--- src/rtl/evm_pkg.sv ---
// Shared EVM definitions: candidate count, vote input conditioner FSM states,
// controller state encodings and a one-hot helper.
package evm_pkg;

    localparam int unsigned NUM_CANDIDATES = 3;

    // Vote input conditioner arbitration states
    typedef enum logic [1:0] {
        ARMED  = 2'd0,
        OUT    = 2'd1,
        LOCKED = 2'd2
    } cond_state_t;

    // EVM controller state encodings, shared with the controller
    typedef enum logic [1:0] {
        CTRL_IDLE     = 2'd0,
        CTRL_VOTER_IN = 2'd1,
        CTRL_VOTED    = 2'd2,
        CTRL_RESULT   = 2'd3
    } ctrl_state_t;

    // True when exactly one candidate bit is set
    function automatic logic is_one_hot(input logic [NUM_CANDIDATES-1:0] v);
        int unsigned ones;
        ones = 0;
        for (int i = 0; i < int'(NUM_CANDIDATES); i++) begin
            ones += int'(v[i]);
        end
        return (ones == 1);
    endfunction

endpackage

--- src/rtl/btn_debounce.sv ---
// One push-button channel: two-flop synchroniser, symmetric debounce counter
// and rising-edge detect on the debounced level.
// Ports:
//   clk, rst  : clock, synchronous active-high reset
//   btn       : asynchronous raw button
//   level     : debounced level (registered)
//   rise      : one-cycle pulse in the cycle after level goes 0->1 (registered)
module btn_debounce #(
    parameter int unsigned DEBOUNCE_CYCLES = 4
) (
    input  logic clk,
    input  logic rst,
    input  logic btn,
    output logic level,
    output logic rise
);

    localparam int unsigned CW = $clog2(DEBOUNCE_CYCLES + 1);

    logic          sync_meta;
    logic          sync;
    logic [CW-1:0] cnt;

    // Level toggles after DEBOUNCE_CYCLES consecutive disagreeing samples
    always_ff @(posedge clk) begin
        if (rst) begin
            sync_meta <= 1'b0;
            sync      <= 1'b0;
            cnt       <= '0;
            level     <= 1'b0;
            rise      <= 1'b0;
        end else begin
            sync_meta <= btn;
            sync      <= sync_meta;
            rise      <= 1'b0;
            if (sync == level) begin
                cnt <= '0;
            end else if (cnt == CW'(DEBOUNCE_CYCLES - 1)) begin
                cnt   <= '0;
                level <= ~level;
                rise  <= ~level;
            end else begin
                cnt <= cnt + CW'(1);
            end
        end
    end

endmodule

--- src/rtl/vote_input_conditioner.sv ---
// Vote input conditioner: debounces the three vote buttons, arbitrates
// presses and emits a fixed-length one-hot vote while arm_en is high,
// then locks out until every button is released.
// Optional feature macro: REJECT_CNT_EN adds the reject_count port/counter.
// Ports:
//   clk, rst          : clock, synchronous active-high reset
//   btn_raw[2:0]      : asynchronous buttons, bit 0 = candidate 1
//   arm_en            : voting window open
//   vote_candidate_N  : one-hot vote levels, PULSE_CYCLES long
//   multi_press       : one-cycle pulse when a press is rejected
//   reject_count[7:0] : saturating count of rejected presses (REJECT_CNT_EN)
module vote_input_conditioner
    import evm_pkg::*;
#(
    parameter int unsigned DEBOUNCE_CYCLES = 4,
    parameter int unsigned PULSE_CYCLES    = 2
) (
    input  logic       clk,
    input  logic       rst,
    input  logic [2:0] btn_raw,
    input  logic       arm_en,
    output logic       vote_candidate_1,
    output logic       vote_candidate_2,
    output logic       vote_candidate_3,
    output logic       multi_press
`ifdef REJECT_CNT_EN
    ,
    output logic [7:0] reject_count
`endif
);

    localparam int unsigned PW = $clog2(PULSE_CYCLES + 1);

    logic [NUM_CANDIDATES-1:0] level;
    logic [NUM_CANDIDATES-1:0] rise;

    cond_state_t               state;
    cond_state_t               state_next;
    logic [NUM_CANDIDATES-1:0] vote;
    logic [NUM_CANDIDATES-1:0] vote_next;
    logic [PW-1:0]             pulse_cnt;
    logic [PW-1:0]             pulse_cnt_next;
    logic                      multi;
    logic                      multi_next;

    // Per-button conditioning
    for (genvar i = 0; i < int'(NUM_CANDIDATES); i++) begin : g_ch
        btn_debounce #(
            .DEBOUNCE_CYCLES(DEBOUNCE_CYCLES)
        ) u_debounce (
            .clk  (clk),
            .rst  (rst),
            .btn  (btn_raw[i]),
            .level(level[i]),
            .rise (rise[i])
        );
    end

    // State and output registers
    always_ff @(posedge clk) begin
        if (rst) begin
            state     <= ARMED;
            vote      <= '0;
            pulse_cnt <= '0;
            multi     <= 1'b0;
        end else begin
            state     <= state_next;
            vote      <= vote_next;
            pulse_cnt <= pulse_cnt_next;
            multi     <= multi_next;
        end
    end

    // Arbitration: a fresh rise is needed; the full debounced vector decides
    // validity, so a rise while another button is held is also rejected.
    always_comb begin
        state_next     = state;
        vote_next      = vote;
        pulse_cnt_next = pulse_cnt;
        multi_next     = 1'b0;
        case (state)
            ARMED: begin
                vote_next = '0;
                if (arm_en && (rise != '0)) begin
                    if (is_one_hot(level)) begin
                        vote_next      = level;
                        pulse_cnt_next = PW'(PULSE_CYCLES);
                        state_next     = OUT;
                    end else begin
                        multi_next = 1'b1;
                        state_next = LOCKED;
                    end
                end
            end
            OUT: begin
                if (pulse_cnt <= PW'(1)) begin
                    vote_next      = '0;
                    pulse_cnt_next = '0;
                    state_next     = LOCKED;
                end else begin
                    pulse_cnt_next = pulse_cnt - PW'(1);
                end
            end
            LOCKED: begin
                vote_next = '0;
                if (level == '0) begin
                    state_next = ARMED;
                end
            end
            default: begin
                vote_next      = '0;
                pulse_cnt_next = '0;
                state_next     = ARMED;
            end
        endcase
    end

`ifdef REJECT_CNT_EN
    // Saturating reject counter, bumped on the same edge multi_press rises
    always_ff @(posedge clk) begin
        if (rst) begin
            reject_count <= 8'd0;
        end else if (multi_next && (reject_count != 8'hFF)) begin
            reject_count <= reject_count + 8'd1;
        end
    end
`endif

    assign vote_candidate_1 = vote[0];
    assign vote_candidate_2 = vote[1];
    assign vote_candidate_3 = vote[2];
    assign multi_press      = multi;

endmodule

--- config.mk ---
export PLATFORM = sky130hd
export DESIGN_NAME = vote_input_conditioner
export DESIGN_NICKNAME = d
export VERILOG_FILES = /design/src/rtl/evm_pkg.sv /design/src/rtl/btn_debounce.sv /design/src/rtl/vote_input_conditioner.sv
export SDC_FILE = /design/constraint.sdc
export NUM_CORES = 1
export LEC_CHECK = 0
export CORE_MARGIN = 5
export CORE_UTILIZATION = 54
export DETAILED_ROUTE_END_ITERATION = 12
export PLACE_DENSITY_LB_ADDON = 0.08
export SYNTH_ARGS = -nofsm -noshare
export SYNTH_HDL_FRONTEND = slang
export SYNTH_SLANG_ARGS = --single-unit
--- constraint.sdc ---
create_clock -name clk -period 2.1 [get_ports clk]
set_clock_uncertainty 0.05 [all_clocks]
set_input_delay 0.42 -clock clk [delete_from_list [all_inputs] [get_ports clk]]
set_output_delay 0.42 -clock clk [all_outputs]
set_load 0.1 [all_outputs]
# Word-level counts from Yosys, hierarchy flattened
# Cells that the tools add are included.
# totals
mem_bits_rw	0
inputBits	6
ff_bits	29
output_inout_bits	4
elab_cells	81
rom_bits	0
latch_bits	0
n_memories	0
# classes
n_bitwise	12
eq_ne	13
n_addsub	6
muxes	14
multipliers	0
reduce_logical	16
n_div	0
order_cmp	1
n_shift	0
# op_table
operator	count
$reduce_or A3 Y1	7
$mux W2	7
$not A1 Y1	12
$pmux W2 S3	2
$add A3 B1 Y3 const B	3
$eq A3 B2 Y1 const B	3
$mux W3	3
$ne A2 B2 Y1 const B	4
$pmux W3 S2	1
$reduce_and A2 Y1	3
$reduce_and A3 Y1	2
$add A2 B1 Y3	1
$eq A1 B1 Y1	3
$eq A3 B1 Y1 const B	1
$logic_not A3 Y1	1
$reduce_bool A3 Y1	1
$add A1 B1 Y2	1
$eq A2 B1 Y1 const B	1
$eq A2 B2 Y1 const B	1
$le A2 B1 Y1 const B	1
$logic_not A2 Y1	1
$sub A2 B1 Y2 const B	1
$logic_and A1 B1 Y1	1
$mux W1	1

# Longest topological paths before layout
# Gate-level depths: netlist of the first run.
# depth
depth_word	6
depth_mapped	5
depth_no_buf	5

# Modules after synthesis
# Synthesis of the first run repeated with hierarchy kept, for this count alone.
# unflattened
hier_cells	92
hier_area_um2	1113.6
# modules_own_cells
mod	instances	cells_each	area_per_inst_um2
btn_debounce	3	19	244.0
vote_input_conditioner	1	35	381.6

# Least setup slack after synthesis of the first run
# OpenSTA, ideal clock, no wires.
# synth_timing
path_type	register -> register
start	register g_ch[0].u_debounce.level
end	register pulse_cnt[0]
setup_slack_ps	347
path_stages_with_launch	6
arrival_ps	1587
setup_ps	117
cell_sequence	dfxtp_1 inv_1 fa_1 nor2b_1 a41oi_2 a22o_1
# synth_via
elab_chain_len	5
# synth_rtl
element	line_no	source
start, declared	btn_debounce.sv:14	output logic level,
start signal, assigned	btn_debounce.sv:40	level <= ~level;
$add A1 B1 Y2	evm_pkg.sv:27	ones += int'(v[i]);
$add A2 B1 Y3	evm_pkg.sv:27	
$eq A3 B1 Y1	evm_pkg.sv:29	return (ones == 1);
$ne A2 B2 Y1 (no line)	-	
$reduce_and A3 Y1 (no line)	-	
end signal, assigned	vote_input_conditioner.sv:69	pulse_cnt <= pulse_cnt_next;
end, declared	vote_input_conditioner.sv:41	logic [PW-1:0] pulse_cnt;
# Every way passes these cells.
# A chain may end at the register's enable or synchronous reset.

# Worst setup path in the final report of the first run
# Ends and elaborated chain as after synthesis.

==> metrics.cfg, run 1 <==
[synthesis]
ys_ff_latch = 29
synth_ff_type = dfxtp_1
yosysTopAreaCell = dfxtp_1
synthTopCellsByArea = dfxtp_1 52%, ha_1 6.8%, nor2_1 5.1%, nor2b_1 4.5%, inv_1 3.7%
synth_warnings = 0
netlist_area_um2 = 1110
synth.most_common_cell = dfxtp_1
syn_avg_cell_area_um2 = 10.3
ys_async_sr_fraction_pct = 0
synth_seq_area_share_pct = 52.4
synth_top_area_share_pct = 52.4
synthTopCellsByCount = 29 x dfxtp_1, 15 x nor2_1, 11 x inv_1
synth_enable_flop_cells = 0
syn_nets = 121
synth_cell_types = 25
synth_cells = 108

[grt]
grt_max_degree = 26
grt_first_pass_wirelength_mm = 2.93
track_usage_pct = 12.4
grt_antenna_before_repair = 0
gr-total-overflow = 0
grt_pass1_vias = 741

[sta]
tns_ps = 0
slew_headroom_pct = 64.2
rsz0062_at_grt = no
period_needed_ps = 1950
slew_viol_final = 0
period_share_pct = 92.8
fmax_mhz = 513
setup_viol = 0
worst-slew-pin-transition_ps = 536
hold_viol = 0

[setup_path]
cp_cell_sequence = inv_1 > fa_1 > nor2b_1 > a41oi_2 > a22o_1
critPathMaxStageDelay_ps = 480
critPathLaunchType = register
path_max_fanout = 6
cp_slowest_cell = fa_1
path_class = reg2reg
required_ps = 2270
arrival_ps = 2120
r2r_slack_ps = 150
crit_path_end_kind = register

[layout]
fin_nets = 135
drive_gt1_share_pct = 10.7
fillers = 174
area_delta_synth_final_pct = 14.2
antenna_cells = 0

[routing]
first_pass_iters = 2
num_vias = 771
drtIter0Drc = 11
antenna_left = 0
route.detailed.drc = 0
drt_wl_total_mm = 1.63
wl_per_cell_um = 10.9
vias_per_cell = 5.17

[floorplan]
design.die.area_um2 = 3060
io_pins = 10
die_y_um = 55.3
core_area_um2 = 1960
num_rows = 16
start_util_pct = 56.5
die_x_um = 55.3

[placed_design]
dp_hpwl_mm = 1.17
portBuffers = 9
routabilityCongestion = 0.791

[power_and_ir_drop]
peakVddDrop_mv = 0.610
powerDensity_nw_per_um2 = 725
leakagePower_nw = 0.472
power_w = 0.000919

[status]
outcome = complete, no violations

[clocking]
cts_tree = built
cts_root_buffer = clkbuf_4
clk_latency_ps = 310
cts_max_level = 2
cts_num_sinks = 29
cts_hold_buffers = 0
path_clk_slew_ps = 80
clockBufferDepth = 2
cts_buffers = 5
post_cts_buffers = 0
cts_resized = 0

[hold_path]
hp-class = reg2reg

[flow_run]
cap_viol_max_count = 0

-- worst max-delay path: cells and delay by family (launching register included) --
kind / cells / cell delay (ps)
adders and majority gates: 1 / 480
DFF: 1 / 430
buffers and inverters: 1 / 90
AOI/OAI and AO/OA: 2 / 440
and+or+nand+nor: 1 / 360
-- stage by stage --
step / instances / instance area, um2 / hold WS, ps / util (%) / worst slack [ps]
after floorplan: 108 / 1110 / 349 / - / 347
after global placement: 142 / 1210 / 357 / 61.7 / 264
after detailed placement: 142 / 1210 / 363 / 61.7 / 185
after CTS: 149 / 1270 / 374 / 64.5 / 160
after global routing: 149 / 1270 / 392 / 64.5 / 45.3
final: 149 / 1270 / 369 / 64.5 / 151
-- cells by family (layout without fill, tap and decap cells) --
group                      Yosys count  after routing  share of synthesized area, %
AOI/OAI and AO/OA                    9              9                          6.32
muxes                                4              4                          3.61
xor gates and xnor gates             3              3                          2.37
buffers and inverters               14             28                          5.42
DFF                                 29             29                          52.4
and+or+nand+nor                     42             42                          21.3
adders and majority gates            7              7                          8.58
-- area by class of cell --
class / count / area (um2) / share of cell area, %
repair buffers: 10 / 87.6 / 6.92
well taps: 27 / 33.8 / 2.67
flip-flops and latches: 29 / 581 / 45.8
multi-input cells: 65 / 468 / 37.0
clock buffers: 7 / 55.1 / 4.35
inverters: 11 / 41.3 / 3.26
-- metal layers --
metal | vias up | track usage [%] | share of wire (%)
met5 | - | 0 | 0
met4 | 0 | 8.33 | 2.8
met3 | 7 | 7.46 | 6.8
met2 | 11 | 18.8 | 48
met1 | 366 | 12.7 | 42
li1 | 387 | - | -
-- power by group --
group	leakage (nW)	switching (W)	internal (W)
clock network	0.0314	0.000170	0.000158
registers	0.235	0.00000344	0.000556
logic	0.206	0.0000133	0.0000174
total	0.472	0.000187	0.000732
-- flip-flops by register name (all words and copies together), names as in the netlist --
signal                     count
g_ch.u_debounce.sync_meta      3
g_ch.u_debounce.level          3
g_ch.u_debounce.sync           3
g_ch.u_debounce.rise           3
multi_press                    1
vote                           3
pulse_cnt                      2
state                          2
g_ch.u_debounce.cnt            9
-- final timing paths --
path / cells after the start / from / endpoint
setup / recovery: 5 / g_ch[0].u_debounce.level / pulse_cnt[0]
hold reg to reg: 1 / g_ch[1].u_debounce.cnt[0] / g_ch[1].u_debounce.cnt[0]
hold / removal: 1 / g_ch[1].u_debounce.cnt[0] / g_ch[1].u_debounce.cnt[0]
setup reg to reg: 5 / g_ch[0].u_debounce.level / pulse_cnt[0]
-- placed cells by master (no fill, tap or decap), types with 2 or more instances in the layout --
cell type         n
nor2_1           15
nor4bb_1          3
or3_1             4
buf_4             5
nor2b_1           8
clkdlybuf4s50_1   5
nand2_1           4
nand4_1           3
ha_1              6
clkbuf_4          5
dfxtp_1          29
inv_1            11
xnor2_1           3
mux2i_1           4
a21oi_1           3
a31oi_1           2
No activity file was read; power rests on OpenSTA's default activity.
==> run 2: changes to the inputs <==
--- a/config.mk
+++ b/config.mk
@@ -9,6 +9,7 @@
 export CORE_UTILIZATION = 54
 export DETAILED_ROUTE_END_ITERATION = 12
 export PLACE_DENSITY_LB_ADDON = 0.08
+export SKIP_CTS_REPAIR_TIMING = 1
 export SYNTH_ARGS = -nofsm -noshare
 export SYNTH_HDL_FRONTEND = slang
 export SYNTH_SLANG_ARGS = --single-unit
==> results of run 2 <==
No change in the layout: final DEF, timing and power equal those of run 1.
==> run 3: changes to the inputs <==
--- a/config.mk
+++ b/config.mk
@@ -10,6 +10,7 @@
 export DETAILED_ROUTE_END_ITERATION = 12
 export PLACE_DENSITY_LB_ADDON = 0.08
 export SKIP_CTS_REPAIR_TIMING = 1
+export SLEW_MARGIN = 20
 export SYNTH_ARGS = -nofsm -noshare
 export SYNTH_HDL_FRONTEND = slang
 export SYNTH_SLANG_ARGS = --single-unit
==> results of run 3 <==
No change in the layout: final DEF, timing and power equal those of run 1.
